**src/rtl/fetch_unit_32.sv**
```systemverilog
// Instruction fetch stage: owns the PC, runs a one-outstanding req/ack read to
// instruction memory and holds each fetched word in a registered output stage.
module fetch_unit_32 #(
   parameter logic [31:0] RESET_PC = 32'h0000_0000
) (
   input  logic        clk,
   input  logic        rst_n,
   output logic        imem_req,
   output logic [31:0] imem_addr,
   input  logic        imem_ack,
   input  logic [31:0] imem_rdata,
   input  logic        redirect_valid,
   input  logic [31:0] redirect_pc,
   input  logic        stall,
   output logic [31:0] instruction,
   output logic [31:0] pc_out,
   output logic [31:0] pc_plus4,
   output logic        inst_valid
);

   typedef enum logic [1:0] {IDLE, FETCH, VALID} state_t;

   localparam logic [31:0] PC0 = {RESET_PC[31:2], 2'b00};

   state_t      state, state_nx;
   logic [31:0] pc, pc_nx, tgt, tgt_nx;
   logic        squash, squash_nx;
   logic        req_nx, vld_nx;
   logic [31:0] addr_nx, inst_nx, pco_nx, pcp4_nx;
   logic [31:0] rpc, pc_inc, ack_tgt;

   assign rpc     = {redirect_pc[31:2], 2'b00};
   assign pc_inc  = pc + 32'd4;
   // a redirect arriving with the ack overrides any target saved earlier
   assign ack_tgt = redirect_valid ? rpc : tgt;

   always_comb begin
      state_nx  = state;
      pc_nx     = pc;
      tgt_nx    = tgt;
      squash_nx = squash;
      req_nx    = imem_req;
      addr_nx   = imem_addr;
      inst_nx   = instruction;
      pco_nx    = pc_out;
      pcp4_nx   = pc_plus4;
      vld_nx    = inst_valid;
      case (state)
         IDLE: begin
            state_nx = FETCH;
            req_nx   = 1'b1;
            addr_nx  = pc;
         end
         FETCH: begin
            if (imem_ack) begin
               if (redirect_valid || squash) begin
                  pc_nx     = ack_tgt;
                  addr_nx   = ack_tgt;
                  squash_nx = 1'b0;
                  req_nx    = 1'b1;
               end else begin
                  inst_nx  = imem_rdata;
                  pco_nx   = pc;
                  pcp4_nx  = pc_inc;
                  pc_nx    = pc_inc;
                  vld_nx   = 1'b1;
                  req_nx   = 1'b0;
                  state_nx = VALID;
               end
            end else if (redirect_valid) begin
               tgt_nx    = rpc;
               squash_nx = 1'b1;
            end
         end
         VALID: begin
            if (redirect_valid) begin
               vld_nx   = 1'b0;
               pc_nx    = rpc;
               addr_nx  = rpc;
               req_nx   = 1'b1;
               state_nx = FETCH;
            end else if (!stall) begin
               vld_nx   = 1'b0;
               addr_nx  = pc;
               req_nx   = 1'b1;
               state_nx = FETCH;
            end
         end
         default: state_nx = IDLE;
      endcase
   end

   always_ff @(posedge clk or negedge rst_n) begin
      if (!rst_n) begin
         state       <= IDLE;
         pc          <= PC0;
         tgt         <= PC0;
         squash      <= 1'b0;
         imem_req    <= 1'b0;
         imem_addr   <= PC0;
         instruction <= 32'h0;
         pc_out      <= 32'h0;
         pc_plus4    <= 32'h4;
         inst_valid  <= 1'b0;
      end else begin
         state       <= state_nx;
         pc          <= pc_nx;
         tgt         <= tgt_nx;
         squash      <= squash_nx;
         imem_req    <= req_nx;
         imem_addr   <= addr_nx;
         instruction <= inst_nx;
         pc_out      <= pco_nx;
         pc_plus4    <= pcp4_nx;
         inst_valid  <= vld_nx;
      end
   end

endmodule

```
**config.mk**
```make
export PLATFORM = sky130hd
export DESIGN_NAME = fetch_unit_32
export DESIGN_NICKNAME = d
export VERILOG_FILES = /design/src/rtl/fetch_unit_32.sv
export SDC_FILE = /design/constraint.sdc
export NUM_CORES = 1
export LEC_CHECK = 0
export BUFFER_PORTS_ARGS = -buffer_cell sky130_fd_sc_hd__buf_2
export CAP_MARGIN = 20
export CORE_AREA = 2 2 154 156
export DETAILED_ROUTE_END_ITERATION = 12
export DIE_AREA = 0 0 156 158
export PLACE_DENSITY = 0.68
export SYNTH_ARGS = -nofsm -noshare
export SYNTH_HDL_FRONTEND = slang
export SYNTH_SLANG_ARGS = --single-unit
```
**constraint.sdc**
```tcl
create_clock -name clk -period 2.4 [get_ports clk]
set_input_delay 0.48 -clock clk [delete_from_list [all_inputs] [get_ports clk]]
set_output_delay 0.48 -clock clk [all_outputs]
set_load 0.05 [all_outputs]
```
# After elaboration in Yosys (flattened, before gate mapping)
# Index checks and enable logic that the tools add are counted.
classes:
  n_lt_le_gt_ge: 0
  shift: 0
  eq_ne: 8
  n_addsub: 1
  n_reduce_logical: 13
  bitwise_logic: 2
  mux: 28
  mul: 0
  div_mod_pow: 0
ops:
  columns: ["op", "count"]
  rows:
  - ["$mux 32", 8]
  - ["$pmux 32 s3", 1]
  - ["$pmux 32 s2", 1]
  - ["$add 32x3->32 const B", 1]
  - ["$reduce_and 3->1", 5]
  - ["$mux 1", 11]
  - ["$mux 2", 4]
  - ["$ne 2x2->1 const B", 4]
  - ["$reduce_and 4->1", 2]
  - ["$pmux 2 s3", 1]
  - ["$reduce_bool 2->1", 2]
  - ["$ne 3x3->1 const B", 1]
  - ["$pmux 1 s3", 1]
  - ["$reduce_bool 3->1", 1]
  - ["$eq 2x1->1 const B", 1]
  - ["$eq 2x2->1 const B", 1]
  - ["$logic_not 2->1", 1]
  - ["$ne 2x1->1 const B", 1]
  - ["$not 1->1", 2]
  - ["$pmux 1 s2", 1]
  - ["$reduce_and 2->1", 1]
  - ["$logic_or 1x1->1", 1]
totals:
  memories: 0
  latchBits: 0
  mem_bits_ro: 0
  output_inout_bits: 130
  wordCells: 62
  regBits: 197
  ram_bits: 0

# Depth between registers and ports, before layout
depth:
  depth_word: 4
  mapped_depth: 10

# Worst setup path before layout
# OpenSTA, ideal clock, no wires.
synth_path:
  kind: "register -> register"
  startpoint: "register state[0]"
  endpoint: "register imem_addr[10]"
  synth_period_minus_slack_ns: 1.951
  arrival_time_ns: 1.821
  n_path_buf: 3
  path_stages_with_launch: 10
  path_slack_ns: 0.449
  cell_sequence: "dfrtp_1 inv_1 ha_1 or2_0 clkbuf_1 and3_1 clkbuf_1 buf_2 a222oi_1 a21oi_1"
synth_via:
  elab_chain_cells: 3
synth_lines:
  columns: ["element", "line_no", "source"]
  rows:
  - ["start: declaration", "25", "state_t state, state_nx;"]
  - ["start signal: assignment", "106", "state <= state_nx;"]
  - ["$eq 2x2->1 (tied with other cells)", "48", "case (state)"]
  - ["$ne 3x3->1 (no source line) (tied with other cells)", null, null]
  - ["$reduce_and 4->1 (no source line)", null, null]
  - ["end signal: assignment", "111", "imem_addr <= addr_nx;"]
  - ["end: declaration", "9", "output logic [31:0] imem_addr,"]
# Several ways; a longest one is shown, not always the timed one.
# A chain may end at the register's enable or synchronous reset.

# Worst setup path after layout
layout_path:
  startpoint: "register state[1]"
  endpoint: "register imem_addr[28]"
# The elaborated chain is that of the path after synthesis.

==> reports/summary.txt <==
first-pass GRT wire length -> 41.10 mm
slowest CP cell -> and2_1
Worst-path clk slew -> 70 ps
row cnt -> 56
number of nets in the layout -> 1,217
RSZ-0062 raised after global routing -> false
Tmin final -> 2283 ps
total grt overflow -> 0
Post-CTS Resized -> 0
area grow syn2layout -> 21.72%
placed cells -> 1,414
dpl hpwl -> 18.21 mm
kind of critical path -> reg2reg
number of flops mapped to enable cells by yosys -> 0
final non-filler cell total -> 1,448
max incr delay on CP -> 690 ps
mapped cell area -> 9239 um^2
distinct cell type count after synthesis -> 60
Initial Utilization -> 40.08%
vias per cell -> 5.405
ys flop type -> dfrtp_1
Chip Height -> 158 um
Lkg Pwr -> 5.512 nW
Post-CTS Setup Inserts -> 0
largest net degree at the start of global routing -> 80
CP startpoint -> state[1]
# clock sinks -> 195
CTS tree -> built
Fill cells -> 2,180
vias in the first global route -> 7,536
WP data required -> 2760 ps
post-DR wirelength/cell -> 17.92 um
R2R cell count -> 6
pwr/cell area -> 1706 nW/um^2
num ports -> 199
Clk Latency, worst-skew pair -> 440 ps
critical-path cell list -> inv_1 -> ha_1 -> and2_1 -> buf_4 -> a222oi_1 -> a21oi_1
vias -> 7,826
first drt pass iteration count -> 8
Max FO, Critical Path -> 15
hold buffer count at cts -> 0
pre-CTS setup slack -> 193.1 ps
sequential-to-total area share from yosys stat -> 52.83%
share of layout cells above drive strength 1 -> 27.68%
CTS Buffer Depth -> 2
CP arrival -> 2640 ps
failing checks -> hold timing
worst vdd ir -> 744.4 uV
CTS buffer count -> 17
core region area -> 23,050 um^2
H-tree levels -> 4
Synthesis Warnings -> 0
Worst-Margin Slew -> 787.1 ps
initial antenna violation count -> 5
drt total wl -> 25.94 mm
flip-flop and latch count after synthesis -> 195
fin worst setup slack -> 116.7 ps
final hold vios -> 1
R2R Path Start -> state[1]
Setup Skew -> 11.76 ps
Pwr Total -> 0.01919 W
Syn Inst Count -> 969
Async SR Flop Fraction -> 100.0%
fmax -> 438.0 MHz
worst min path class -> in2async
status -> finished with violations
Syn Nets -> 1,043
Tot GR Track Use -> 21.41%
Final Core Density -> 48.78%
syn_area_per_cell -> 9.534 um^2
DRT antenna net count -> 0
Final Cycle Share -> 95.14%
max_slew headroom -> 47.52%
routability cong. -> 0.8636
type of origin of the critical path -> flip-flop
final setup fails -> 0
Post-route DRC -> 0
Setup crit end kind -> flip-flop
TNS Setup -> 0 ps
Maximum Capacitance Violations -> 0
DRT iter0 DRCs -> 742
Chip Width -> 156 um
DIE AREA -> 24,650 um^2
IO Port Bufs -> 196
clk root buf -> clkbuf_16
Slew Viols, Final -> 0
Min Hold Slack -> -0.2039 ps
[final cells by class]
class / count / area, um^2 / share of cell area [%]
clock buffers: 22 / 464.2 / 4.128
multi-input cells: 678 / 3945 / 35.08
clock inverters: 10 / 146.4 / 1.302
inverters: 13 / 48.80 / 0.4339
repair buffers: 238 / 1393 / 12.38
diodes: 2 / 5.005 / 0.04450
flip-flops and latches: 195 / 4881 / 43.40
well taps: 290 / 362.8 / 3.227
[cells by family after synthesis]
kind of cell / count (synthesis) / synth area share (%)
multiplexers: 36 / 4.307
XOR/XNOR: 27 / 2.560
adder cells (fa/ha/maj): 5 / 0.6771
buffers and inverters: 96 / 4.618
AO/OA/AOI/OAI: 222 / 15.75
AND/OR/NAND/NOR: 388 / 19.26
flip-flops: 195 / 52.83
[synth_stat cells, types with 13 or more instances]
cell	instances	area [um^2]
a21oi_1	54	270.3
nand2_1	235	882.1
a222oi_1	23	230.2
xnor2_1	19	166.4
dfrtp_1	194	4855
and3_1	21	131.4
nand3_1	29	145.1
buf_2	22	110.1
mux2_2	30	337.8
nor2_1	56	210.2
inv_1	13	48.80
clkbuf_1	46	172.7
o21ai_0	74	370.4
[layout by cell type, fill, tap and decap left out, types with 5 or more instances in the layout]
cell / netlist / routed
and3_1: 21 / 20
inv_1: 13 / 13
mux2_2: 30 / 30
a22oi_1: 5 / 5
xor2_1: 8 / 8
nand3_1: 29 / 28
o2bb2ai_1: 9 / 9
o31ai_1: 5 / 5
a22o_1: 6 / 6
a222oi_1: 23 / 23
a221oi_1: 9 / 9
buf_2: 22 / 195
nor2_1: 56 / 56
o311a_1: 5 / 5
o21ai_0: 74 / 74
o22ai_1: 9 / 9
clkbuf_16: 0 / 17
ha_1: 5 / 5
nand2_1: 235 / 235
mux2i_1: 6 / 6
and2_1: 5 / 5
nand4_1: 8 / 8
a21oi_1: 54 / 54
buf_12: 0 / 7
buf_4: 9 / 35
xnor2_1: 19 / 19
dfrtp_1: 194 / 194
[metrics by stage]
step | area (um^2) | hold WS [ps]
floorplan | 9239 | 184.4
global placement | 10630 | 453.6
detailed placement | 10630 | 456.9
CTS | 11240 | 6.772
global route | 11240 | 27.27
finish | 11250 | -0.2039
[power breakdown]
part           total (W)  switching [W]  internal (W)  leakage [nW]
registers        0.00606        0.00120       0.00486          2.42
logic             0.0102        0.00724       0.00292          2.81
clock network    0.00298        0.00128       0.00171         0.284
total             0.0192        0.00971       0.00948          5.51
[per-layer routing]
layer | vias to the layer above | track usage, % | routed length (um)
li1 | 3742 | - | -
met1 | 3726 | 29.77 | 11580
met2 | 313 | 32.30 | 11390
met3 | 39 | 6.762 | 2538
met4 | 6 | 6.029 | 405
met5 | - | 0 | 36
[path summary, 6_finish.rpt]
| kind | endpoint | slack (ps) |
|---|---|---|
| setup / recovery | imem_addr[28] | 120 |
| hold / removal | pc_plus4[8] | -0.2 |
| setup reg to reg | imem_addr[28] | 120 |
| hold reg to reg | instruction[6] | 470 |
| max in group asynchronous | instruction[22] | 1770 |
| min in group clk | instruction[0] | 220 |
[state kept, by name, indices dropped and copies added (netlist names)]
signal	cells
tgt	32
pc	32
pc_out	32
inst_valid	1
squash	1
instruction	32
imem_addr	32
state	2
pc_plus4	30
imem_req	1
[critical path, delay by kind of cell (launching register included)]
family,cells,cell delay (ps)
AOI/OAI and AO/OA,2,280
buffers and inverters,2,400
DFF,1,400
and+or+nand+nor,1,690
adders and majority gates,1,420
Note: power is estimated with default switching activity, not from simulation.
